`config.mk`:
```
export PLATFORM = sky130hd
export DESIGN_NAME = sig_monitor
export DESIGN_NICKNAME = d
export VERILOG_FILES = /design/src/rtl/sig_pkg.sv /design/src/rtl/sig_road_tracker.sv /design/src/rtl/sig_monitor.sv
export SDC_FILE = /design/constraint.sdc
export NUM_CORES = 1
export LEC_CHECK = 0
export CAP_MARGIN = 20
export CORE_ASPECT_RATIO = 2
export CORE_MARGIN = 1.5
export CORE_UTILIZATION = 45
export DETAILED_ROUTE_END_ITERATION = 7
export SLEW_MARGIN = 20
export SYNTH_ARGS = -nofsm -noshare
export SYNTH_HDL_FRONTEND = slang
export SYNTH_HIERARCHICAL = 1
export SYNTH_SLANG_ARGS = --single-unit
```
`constraint.sdc`:
```
create_clock -name clock -period 4.4 [get_ports clock]
set_clock_uncertainty 0.1 [all_clocks]
set_input_delay 1.1 -clock clock [delete_from_list [all_inputs] [get_ports clock]]
set_output_delay 1.1 -clock clock [all_outputs]
set_load 0.005 [all_outputs]
```
`src/rtl/sig_pkg.sv`:
```
// Shared lamp-code, fault-code and monitor-state encodings for the signal controller and monitor.
// Latency: n/a (constants only).
// Backpressure: n/a.
package sig_pkg;

    localparam logic [1:0] RED      = 2'd0;
    localparam logic [1:0] YELLOW   = 2'd1;
    localparam logic [1:0] GREEN    = 2'd2;
    localparam logic [1:0] DARK     = 2'd3;
    // Code 3 on a controller output is never a valid colour request.
    localparam logic [1:0] CODE_BAD = 2'd3;

    localparam logic [2:0] FLT_NONE         = 3'd0;
    localparam logic [2:0] FLT_ILLEGAL      = 3'd1;
    localparam logic [2:0] FLT_CONFLICT     = 3'd2;
    localparam logic [2:0] FLT_BAD_TRANS    = 3'd3;
    localparam logic [2:0] FLT_SHORT_YELLOW = 3'd4;
    localparam logic [2:0] FLT_LONG_YELLOW  = 3'd5;
    localparam logic [2:0] FLT_SHORT_ALLRED = 3'd6;

    typedef enum logic [1:0] {
        MON_INIT  = 2'd0,
        MON_RUN   = 2'd1,
        MON_FAULT = 2'd2
    } mon_state_t;

endpackage

```
`src/rtl/sig_road_tracker.sv`:
```
// Per-road history: previous code, yellow timer, transition/yellow-timing flags, to-GREEN pulse.
// Latency: flags are combinational on the current code against registered history.
// Backpressure: none; samples every cycle.
module sig_road_tracker
    import sig_pkg::*;
#(
    parameter int CNT_W      = 4,
    parameter int MIN_YELLOW = 3,
    parameter int MAX_YELLOW = 8
) (
    input  logic       clock,
    input  logic       clear,
    input  logic [1:0] code,
    output logic       bad_trans,
    output logic       short_yellow,
    output logic       long_yellow,
    output logic       to_green
);

    localparam logic [CNT_W-1:0] CNT_MAX = '1;

    logic [1:0]       prev_code;
    logic [CNT_W-1:0] yel_cnt;
    logic             legal_step;

    // yel_cnt counts the YELLOW samples strictly before the current one.
    always_comb begin
        legal_step   = (prev_code == GREEN  && code == YELLOW) ||
                       (prev_code == YELLOW && code == RED)    ||
                       (prev_code == RED    && code == GREEN);
        bad_trans    = (code != prev_code) && !legal_step;
        short_yellow = (prev_code == YELLOW) && (code == RED) &&
                       (yel_cnt < CNT_W'(MIN_YELLOW));
        long_yellow  = (code == YELLOW) && (yel_cnt >= CNT_W'(MAX_YELLOW));
        to_green     = (prev_code == RED) && (code == GREEN);
    end

    always_ff @(posedge clock) begin
        if (clear) begin
            prev_code <= RED;
            yel_cnt   <= '0;
        end else begin
            prev_code <= code;
            if (code != YELLOW)
                yel_cnt <= '0;
            else if (yel_cnt != CNT_MAX)
                yel_cnt <= yel_cnt + 1'b1;
        end
    end

endmodule

```
`src/rtl/sig_monitor.sv`:
```
// Conflict/sequence monitor: passes lamp codes through, latches first fault and flashes RED/DARK.
// Latency: 1 cycle input-to-lamp; fault visible the cycle after the offending sample.
// Backpressure: none; inputs are sampled every cycle and ignored while faulted.
module sig_monitor
    import sig_pkg::*;
#(
    parameter int CNT_W      = 4,
    parameter int MIN_YELLOW = 3,
    parameter int MAX_YELLOW = 8,
    parameter int MIN_ALLRED = 2,
    parameter int FLASH_DIV  = 4
) (
    input  logic       clock,
    input  logic       clear,
    input  logic [1:0] hwy,
    input  logic [1:0] cntry,
    output logic [1:0] hwy_lamp,
    output logic [1:0] cntry_lamp,
    output logic       fault,
    output logic [2:0] fault_code
);

    localparam logic [CNT_W-1:0] CNT_MAX = '1;

    logic             h_bad, h_short, h_long, h_green;
    logic             c_bad, c_short, c_long, c_green;
    logic [CNT_W-1:0] allred_cnt;
    logic [CNT_W-1:0] flash_cnt;
    logic [2:0]       cause;
    mon_state_t       state;

    sig_road_tracker #(.CNT_W(CNT_W), .MIN_YELLOW(MIN_YELLOW), .MAX_YELLOW(MAX_YELLOW)) u_hwy (
        .clock(clock), .clear(clear), .code(hwy),
        .bad_trans(h_bad), .short_yellow(h_short), .long_yellow(h_long), .to_green(h_green)
    );

    sig_road_tracker #(.CNT_W(CNT_W), .MIN_YELLOW(MIN_YELLOW), .MAX_YELLOW(MAX_YELLOW)) u_cntry (
        .clock(clock), .clear(clear), .code(cntry),
        .bad_trans(c_bad), .short_yellow(c_short), .long_yellow(c_long), .to_green(c_green)
    );

    // History-based checks wait for MON_RUN so the first sample after clear seeds the trackers.
    always_comb begin
        cause = FLT_NONE;
        if (hwy == CODE_BAD || cntry == CODE_BAD)
            cause = FLT_ILLEGAL;
        else if (hwy != RED && cntry != RED)
            cause = FLT_CONFLICT;
        else if (state == MON_RUN) begin
            if (h_bad || c_bad)
                cause = FLT_BAD_TRANS;
            else if (h_short || c_short)
                cause = FLT_SHORT_YELLOW;
            else if (h_long || c_long)
                cause = FLT_LONG_YELLOW;
            else if ((h_green || c_green) && allred_cnt < CNT_W'(MIN_ALLRED))
                cause = FLT_SHORT_ALLRED;
        end
    end

    always_ff @(posedge clock) begin
        if (clear) begin
            state      <= MON_INIT;
            hwy_lamp   <= RED;
            cntry_lamp <= RED;
            fault      <= 1'b0;
            fault_code <= FLT_NONE;
            allred_cnt <= CNT_W'(MIN_ALLRED);
            flash_cnt  <= '0;
        end else begin
            if (hwy != RED || cntry != RED)
                allred_cnt <= '0;
            else if (allred_cnt != CNT_MAX)
                allred_cnt <= allred_cnt + 1'b1;

            case (state)
                MON_INIT, MON_RUN: begin
                    if (cause != FLT_NONE) begin
                        state      <= MON_FAULT;
                        fault      <= 1'b1;
                        fault_code <= cause;
                        hwy_lamp   <= RED;
                        cntry_lamp <= RED;
                        flash_cnt  <= '0;
                    end else begin
                        state      <= MON_RUN;
                        hwy_lamp   <= hwy;
                        cntry_lamp <= cntry;
                    end
                end
                MON_FAULT: begin
                    if (flash_cnt == CNT_W'(FLASH_DIV - 1)) begin
                        flash_cnt  <= '0;
                        hwy_lamp   <= (hwy_lamp == RED) ? DARK : RED;
                        cntry_lamp <= (hwy_lamp == RED) ? DARK : RED;
                    end else begin
                        flash_cnt  <= flash_cnt + 1'b1;
                    end
                end
                default: state <= MON_INIT;
            endcase
        end
    end

endmodule

```
* Word level (Yosys, flattened, before mapping)
Cells that the tools add are included.
Word-level totals: register bits 30, logic and storage cells 107, output and inout port bits 8, input port bits 6
Operators by class: add/sub/neg operators 4, equal/unequal tests 22, mux-type cells 20, reduce and logical (&&, ||, !) cells 44, magnitude comparators 5
Operators with widths (number):
- $mux W3 | 7
- $add A4 B1 Y4 const B | 4
- $eq A2 B2 Y1 const B | 7
- $logic_and A1 B1 Y1 | 14
- $mux W2 | 7
- $logic_not A2 Y1 | 6
- $lt A4 B2 Y1 const B | 3
- $ne A4 B4 Y1 const B | 3
- $pmux W2 S2 | 3
- $eq A2 B1 Y1 const B | 5
- $logic_or A1 B1 Y1 | 10
- $ge A4 B4 Y1 const B | 2
- $mux W4 | 2
- $pmux W4 S2 | 1
- $reduce_bool A2 Y1 | 4
- $reduce_or A2 Y1 | 4
- $reduce_and A2 Y1 | 3
- $eq A4 B2 Y1 const B | 1
- $ne A2 B1 Y1 const B | 2
- $ne A2 B2 Y1 | 2
- $ne A2 B2 Y1 const B | 2
- $reduce_bool A3 Y1 | 1
- $logic_not A1 Y1 | 2

* Logic depth before layout (Yosys ltp)
Gate-level depths: netlist of the first run.
word-level depth 14, mapped depth 8, gate-level depth less buffers 8

* By module
The synthesis of the first run kept the hierarchy.
Modules (own cells, without submodules):
- sig_monitor | area each 1028.5 um^2, times used 1, sequential area each 360.3 um^2, cells an instance 122
- sig_road_tracker | area each 311.5 um^2, times used 2, sequential area each 120.1 um^2, cells an instance 36

* Worst setup path before layout of the first run
No wires, ideal clock.
path kind in2reg, start input cntry[1], end register fault_code[0], arrival 2373 ps, setup slack 1868 ps, stages on the path 7, data required time 4241 ps, setup time 59 ps, path buffers 0, cell sequence mux2_2 a21oi_1 a31oi_1 nor2_1 o211ai_1 a211oi_2 a22o_1
On the way: word-level cells in the longest chain between the ends 13, elaborated cells between the ends (all ways) 31, classes of those cells eq/ne (4); mux (7); reduce/logical (20)
RTL lines:
- start, declared | line sig_monitor.sv:16 | input logic [1:0] cntry,
- $eq A2 B1 Y1 / $logic_not A2 Y1 (equally long branches) | line sig_road_tracker.sv:28, sig_road_tracker.sv:29
- $logic_and A1 B1 Y1, on equally long branches | line sig_road_tracker.sv:28, sig_road_tracker.sv:29
- $logic_or A1 B1 Y1 | line sig_road_tracker.sv:28 | legal_step = (prev_code == GREEN && code == YELLOW) ||
- $logic_or A1 B1 Y1 | line sig_road_tracker.sv:29 | (prev_code == YELLOW && code == RED) ||
- $logic_not A1 Y1 | line sig_road_tracker.sv:31 | bad_trans = (code != prev_code) && !legal_step;
- $logic_and A1 B1 Y1 * | line sig_road_tracker.sv:31
- via c_bad | line sig_monitor.sv:26 | logic c_bad, c_short, c_long, c_green;
- $logic_or A1 B1 Y1 * | line sig_monitor.sv:50 | if (h_bad || c_bad)
- $mux W3 * | line sig_monitor.sv:50
- $mux W3 * | line sig_monitor.sv:49 | else if (state == MON_RUN) begin
- $mux W3 * | line sig_monitor.sv:47 | else if (hwy != RED && cntry != RED)
- $mux W3 * | line sig_monitor.sv:45 | if (hwy == CODE_BAD || cntry == CODE_BAD)
- $reduce_bool A3 Y1 | line sig_monitor.sv:78 | if (cause != FLT_NONE) begin
- $reduce_and A2 Y1 (no line)
- end signal, assigned | line sig_monitor.sv:81 | fault_code <= cause;
- end, declared | line sig_monitor.sv:20 | output logic [2:0] fault_code
The timed path passes the listed nets; every way through them passes the cells marked *. A chain may end at the register's enable or synchronous reset.

* Worst setup path in the final report of the first run
start input hwy[1], end register fault_code[0]
On the way: word-level cells in the longest chain between the ends 13, elaborated cells between the ends (all ways) 31, classes of those cells eq/ne (4); mux (7); reduce/logical (20)
RTL lines:
- start, declared | line sig_monitor.sv:15 | input logic [1:0] hwy,
- $eq A2 B1 Y1 / $logic_not A2 Y1 (equally long branches) | line sig_road_tracker.sv:28, sig_road_tracker.sv:29
- $logic_and A1 B1 Y1, on equally long branches | line sig_road_tracker.sv:28, sig_road_tracker.sv:29
- $logic_or A1 B1 Y1 | line sig_road_tracker.sv:28
- $logic_or A1 B1 Y1 | line sig_road_tracker.sv:29
- $logic_not A1 Y1 | line sig_road_tracker.sv:31
- $logic_and A1 B1 Y1 * | line sig_road_tracker.sv:31
- via h_bad | line sig_monitor.sv:25 | logic h_bad, h_short, h_long, h_green;
- $logic_or A1 B1 Y1 * | line sig_monitor.sv:50
- $mux W3 * | line sig_monitor.sv:50
- $mux W3 * | line sig_monitor.sv:49
- $mux W3 * | line sig_monitor.sv:47
- $mux W3 * | line sig_monitor.sv:45
- $reduce_bool A3 Y1 | line sig_monitor.sv:78
- $reduce_and A2 Y1 (no line)
Marks and branches as above.

==> out/qor.csv, run 1 <==
stage;metric;value;unit
run_status;status;completed;
sta;slew_headroom;0.539;
detailed_routing;vias_per_cell;5.74;
yosys;synth.distinct_cells;47;
yosys;synth_ff_type;dfxtp_1;
yosys;netlist_top_cells_area;dfxtp_1 (36%), nor2_1 (5.7%), ha_1 (4.5%);
detailed_routing;drt-total-wl;3.70;mm
clocking;htreeDepth;2;
clocking;cts_made_buffers;5;
yosys;synth_top_cell_by_area;dfxtp_1;
worst_setup_path;cpMaxStageDelayCell;clkdlybuf4s50_1;
sta;min_period;3.41;ns
global_route;first_global_vias;1466;
clocking;cts-root-buf;clkbuf_8;
power_and_ir_drop;peakVddDrop;0.186;mV
worst_setup_path;cp.arrival;3.53;ns
yosys;yosysSeqAreaShare;0.364;
sta;max_slew.worst_pin.slew;0.686;ns
worst_setup_path;crit_chain;clkdlybuf4s50_1, mux2_2, a21oi_1, a31oi_1, nor2_1, o211ai_1, a211oi_2, a22o_1;
die;core.rowCount;31;
die;dieArea;0.00406;mm^2
clocking;clock_path_buffers;2;
final_layout;nets;221;
final_layout;syn_to_final_growth;15.9;%
die;start_util;0.463;
yosys;synth_nets;206;
yosys;synth_most_common_cell;dfxtp_1;
detailed_routing;drtAntennaViolNets;0;
global_route;grt_pass1_wl;6.20;mm
yosys;syn_inst;194;
yosys;ys_warn_count;6;
sta;fin_crit_sh;0.774;
clocking;cts_tree;done;
clocking;post-cts-setup-buffers;0;
yosys;netlist_area;0.00165;mm^2
yosys;ys_top_cells_by_count;dfxtp_1 (30), nor2_1 (25), inv_1 (14);
yosys;synth_largest_type_area_fraction;0.364;
sta;hold_viol_final;0;
worst_setup_path;end_kind;flop;
clocking;cts_resized;0;
sta;whs;0.351;ns
global_route;grt_usage;0.206;
yosys;async_flop_share;0;
yosys;yosys_register_bits;30;
worst_setup_path;cp-start-kind;input port;
sta;setup_violations;0;
worst_setup_path;cpPeakStageDelay;0.84;ns
worst_setup_path;critical_path_class;in2reg;
global_route;grt_max_degree;18;
detailed_routing;drt_pass1_iterations;4;
clocking;clock_sinks;30;
global_route;grt-ovfl-total;0;
placed_design;gp_congestion;0.775;
yosys;syn_avg_cell_area;8.51;um^2
detailed_routing;drtIter0Drc;67;
die;die_h;88.7;um
final_layout;drive_above_1_share;0.0905;
detailed_routing;drc;0;
sta;rsz0062_at_grt;false;
die;coreArea;0.00357;mm^2
placed_design;dp_hpwl;2.87;mm
global_route;grt_antenna_before_repair;0;
placed_design;port_buffers;13;
die;io_pins;14;
power_and_ir_drop;p_leak;0.000715;uW
power_and_ir_drop;power_density;326;mW/mm^2
min_path;hp-class;reg2reg;
run;drv_cap;0;
sta;tns;0;ns
final_layout;diodes;0;
detailed_routing;vias;1487;
worst_setup_path;cp_max_fo;17;
die;dieWidth;45.8;um
detailed_routing;route.detailed.wl_per_inst;14.3;um
clocking;path_clk_slew;0.06;ns
sta;maxSlewViolCount;0;
clocking;cts_hold_buf;0;
clocking;clock_latency;0.28;ns
sta;fmax;0.294;GHz
worst_setup_path;worstPathRequired;4.52;ns
yosys;synth_edf_count;0;
## stage by stage
step	instance area, um^2	power, uW	setup WS [ns]	cells	util
final	1910	625	0.993	259	0.536
after global routing	1910	659	0.862	259	0.536
after CTS	1910	630	1.01	259	0.536
after detailed placement	1820	409	0.735	251	0.511
after global placement	1820	406	0.811	251	0.511
after floorplan	1650	368	1.87	194	-
## sequential cells by signal, summed over array words and instances (netlist names)
register           cells
flash_cnt              4
allred_cnt             4
fault                  1
cntry_lamp             2
hwy_lamp               2
fault_code             3
u_cntry/yel_cnt        4
state                  2
u_hwy/yel_cnt          4
u_cntry/prev_code      2
u_hwy/prev_code        2
## layout by cell type (no fill, tap or decap), types with 3 or more instances in the layout
cell / count
dfxtp_1: 30
nor2_1: 25
inv_1: 14
clkdlybuf4s50_1: 13
nand2_1: 10
nor3_1: 8
a31oi_1: 8
o211ai_1: 7
nand3_1: 7
nor2b_1: 6
a21oi_1: 6
ha_1: 6
clkbuf_8: 6
xnor2_1: 5
nor4_1: 4
o32ai_1: 4
a211oi_1: 3
nor3b_1: 3
mux2i_1: 3
nand2b_1: 3
and3_1: 3
o21ai_0: 3
## worst max-delay path: cells and delay by family
family,cells,cell delay [ns]
AND/OR/NAND/NOR,1,0.26
AO/OA/AOI/OAI,5,0.92
buffers and inverters,1,0.84
multiplexers,1,0.40
## final cells by class
type | count | area (um^2)
multi-input combinational | 144 | 971
clock inverter | 1 | 5.00
timing repair buffer | 14 | 138
tap | 49 | 61.3
inverter | 14 | 52.6
clock buffer | 7 | 86.3
fill | 350 | 1650
sequential | 30 | 601
## where the power goes
part	internal, uW	switching, uW	total (uW)
combinational	47.7	52.1	99.8
clock	126	96.1	222
sequential	286	16.5	303
## cells by family (layout without fill, tap and decap cells)
| family | count (synthesis) | after routing | share of synthesized area |
|---|---|---|---|
| compound gates | 46 | 46 | 0.204 |
| buf+inv | 20 | 36 | 0.0485 |
| xor+xnor | 5 | 5 | 0.0265 |
| flops | 30 | 30 | 0.364 |
| simple gates | 82 | 82 | 0.280 |
| fa+ha+maj | 6 | 6 | 0.0455 |
| mux | 5 | 5 | 0.0318 |
## layer usage
metal	routed length, um	GRT usage	vias to the layer above	share of wire
met2	2100	0.383	27	0.57
li1	-	-	737	-
met4	117	0.112	0	0.032
met5	0	0	-	0
met3	82	0.0429	14	0.022
met1	1400	0.197	709	0.38
## worst paths after layout
check / startpoint / end / slack (ns) / cells after the start
worst max-delay path: hwy[1] / fault_code[0] / 0.99 / 8
worst min-delay path: fault / fault / 0.35 / 2
worst max register to register: u_hwy/yel_cnt[0] / flash_cnt[3] / 2.06 / 8
worst min register to register: fault / fault / 0.35 / 2
(Power assumes the default switching activity.)
==> inputs of run 2 (changes only) <==
--- a/config.mk
+++ b/config.mk
@@ -10,6 +10,7 @@
 export CORE_MARGIN = 1.5
 export CORE_UTILIZATION = 45
 export DETAILED_ROUTE_END_ITERATION = 7
+export PLACE_DENSITY = 0.67
 export SLEW_MARGIN = 20
 export SYNTH_ARGS = -nofsm -noshare
 export SYNTH_HDL_FRONTEND = slang
==> constraint.sdc (replaced) <==
create_clock -name clock -period 2.9 [get_ports clock]
set_clock_uncertainty 0.1 [all_clocks]
set_input_delay 0.725 -clock clock [delete_from_list [all_inputs] [get_ports clock]]
set_output_delay 0.725 -clock clock [all_outputs]
set_load 0.005 [all_outputs]
==> run 2 against run 1 <==
Hold slack gained 0.020 ns. Die area is the same. Sequential power grew 51%. Clock power grew 58%. Non-clock buffer count grew 8. Sequential cell count is the same. Register-to-register slack lost 1.4 ns. Highest routed layer unchanged. Global-route usage grew 1.3 points. First-iteration DRC count shrank 40%.
==> out/qor.csv, run 2 (synthesis gave the netlist of run 1 again) <==
stage;metric;value;unit;change
run_status;status;completed;;
clocking;clock_latency;0.28;ns;about the same
final_layout;multi_input_area;971;um^2;unchanged
detailed_routing;drt-total-wl;3.92;mm;+6.1%
sta;timing.final.ws_setup;0.285;ns;-0.708 ns
global_route;grt-ovfl-total;0;;unchanged
placed_design;dp_cells;259;;+3.2%
final_layout;nets;229;;+3.6%
sta;fin_crit_sh;0.902;;
sta;hold_viol_final;0;;unchanged
die;io_pins;14;;unchanged
sta;max_slew.worst_pin.slew;0.621;ns;-0.0645 ns
detailed_routing;drtAntennaViolNets;0;;unchanged
clocking;path_clk_slew;0.07;ns;about the same
final_layout;syn_to_final_growth;20.3;%;
placed_design;dp_hpwl;3.02;mm;+5.2%
worst_setup_path;worstPathRequired;3.03;ns;-1.49 ns
clocking;cts_made_buffers;5;;unchanged
clocking;clock_sinks;30;;unchanged
worst_setup_path;critical_path_class;in2reg;;
worst_setup_path;cpPeakStageDelay;0.54;ns;-0.30 ns
power_and_ir_drop;peakVddDrop;0.454;mV;+140%
die;core.rowCount;31;;unchanged
detailed_routing;drt_pass1_iterations;4;;unchanged
power_and_ir_drop;power_density;490;mW/mm^2;+50%
final_layout;instances_no_fill;267;;+3.1%
sta;setup_violations;0;;unchanged
clocking;cts_hold_buf;0;;unchanged
detailed_routing;route.detailed.wl_per_inst;14.7;um;+3.0%
final_layout;regArea;601;um^2;unchanged
placed_design;gp_congestion;0.876;;+13%
clocking;cts_tree;done;;
min_path;hp-class;reg2reg;;
clocking;cts_resized;0;;unchanged
worst_setup_path;crit_chain;clkdlybuf4s50_1, buf_12, and3b_1, nor4_4, o211ai_1, a211oi_2, a22o_1;;
final_layout;diodes;0;;unchanged
clocking;post-cts-setup-buffers;0;;unchanged
run;drv_cap;0;;unchanged
global_route;grt_max_degree;17;;-1
global_route;grt_antenna_before_repair;0;;unchanged
placed_design;dp_slack;-0.000627;ns;-0.736 ns
detailed_routing;vias;1533;;+3.1%
global_route;first_global_vias;1580;;+7.8%
die;coreArea;0.00357;mm^2;unchanged
sta;min_period;2.62;ns;
final_layout;layout_common_cells;dfxtp_1 (30), nor2_1 (25), inv_1 (14), clkdlybuf4s50_1 (13), nand2_1 (10);;
die;die_h;88.7;um;unchanged
worst_setup_path;cpMaxStageDelayCell;clkdlybuf4s50_1;;
global_route;grt_pass1_wl;6.56;mm;+5.8%
clocking;cts-root-buf;clkbuf_8;;
final_layout;drive_above_1_share;0.124;;+0.0334
clocking;htreeDepth;2;;unchanged
power_and_ir_drop;p_leak;0.000760;uW;+6.2%
final_layout;fillerInstances;357;;+2.0%
worst_setup_path;end_kind;flop;;
worst_setup_path;cp_max_fo;16;;-1
power_and_ir_drop;power.total;973;uW;+56%
detailed_routing;vias_per_cell;5.74;;about the same
die;dieWidth;45.8;um;unchanged
die;start_util;0.463;;unchanged
sta;rsz0062_at_grt;false;;
worst_setup_path;cp-start-kind;input port;;
placed_design;port_buffers;13;;unchanged
sta;slew_headroom;0.585;;+0.0459
sta;whs;0.371;ns;+0.0195 ns
worst_setup_path;cp.arrival;2.75;ns;-0.78 ns
final_layout;layout.cells.most_common;dfxtp_1;;
sta;fmax;0.382;GHz;
sta;maxSlewViolCount;0;;unchanged
global_route;grt_usage;0.219;;+0.0127
detailed_routing;drc;0;;unchanged
clocking;clock_path_buffers;2;;unchanged
detailed_routing;drtIter0Drc;40;;-40%
die;dieArea;0.00406;mm^2;unchanged
run 2: cell count changes in the layout (fill, tap and decap cells not counted), sizes merged:
cell  previous run  this run
buf              1         9
run 2: routing by layer:
| metal | wire length, um | GRT usage |
|---|---|---|
| met3 | 102 | 0.0388 |
| met1 | 1440 | 0.196 |
| met4 | 167 | 0.132 |
| met2 | 2210 | 0.417 |
| met5 | 0 | 0 |
run 2: path summary, 6_finish.rpt:
| path | endpoint | startpoint | cells after the start | slack, ns |
|---|---|---|---|---|
| setup / recovery | fault_code[2] | hwy[1] | 7 | 0.28 |
| hold / removal | fault_code[1] | fault_code[1] | 1 | 0.37 |
| setup reg to reg | fault_code[2] | u_cntry/yel_cnt[0] | 9 | 0.71 |
| hold reg to reg | fault_code[1] | fault_code[1] | 1 | 0.37 |
run 2: layout make-up:
class                   instances  share of cell area
clock buffers                   7              0.0435
clock inverters                 1             0.00252
inverters                      14              0.0264
multi-input cells             144               0.489
flip-flops and latches         30               0.302
well taps                      49              0.0309
repair buffers                 22               0.106
run 2: worst max-delay path: cells and delay by family:
family	cells	cell delay, ns
AO/OA/AOI/OAI	3	0.76
buffers and inverters	2	0.70
AND/OR/NAND/NOR	2	0.55
run 2: where the power goes:
group	switching [uW]	leakage, uW	internal, uW
Sequential	24.8	0.000246	434
Combinational	83.4	0.000466	81.2
Clock	159	0.0000482	191
run 2: metrics by stage:
step | setup TNS, ns | util | area, um^2
6_report | 0 | 0.557 | 1990
5_1_grt | 0 | 0.557 | 1990
4_1_cts | 0 | 0.557 | 1990
3_5_place_dp | -0.000627 | 0.531 | 1900
3_3_place_gp | 0 | 0.531 | 1900
2_1_floorplan | 0 | - | 1650
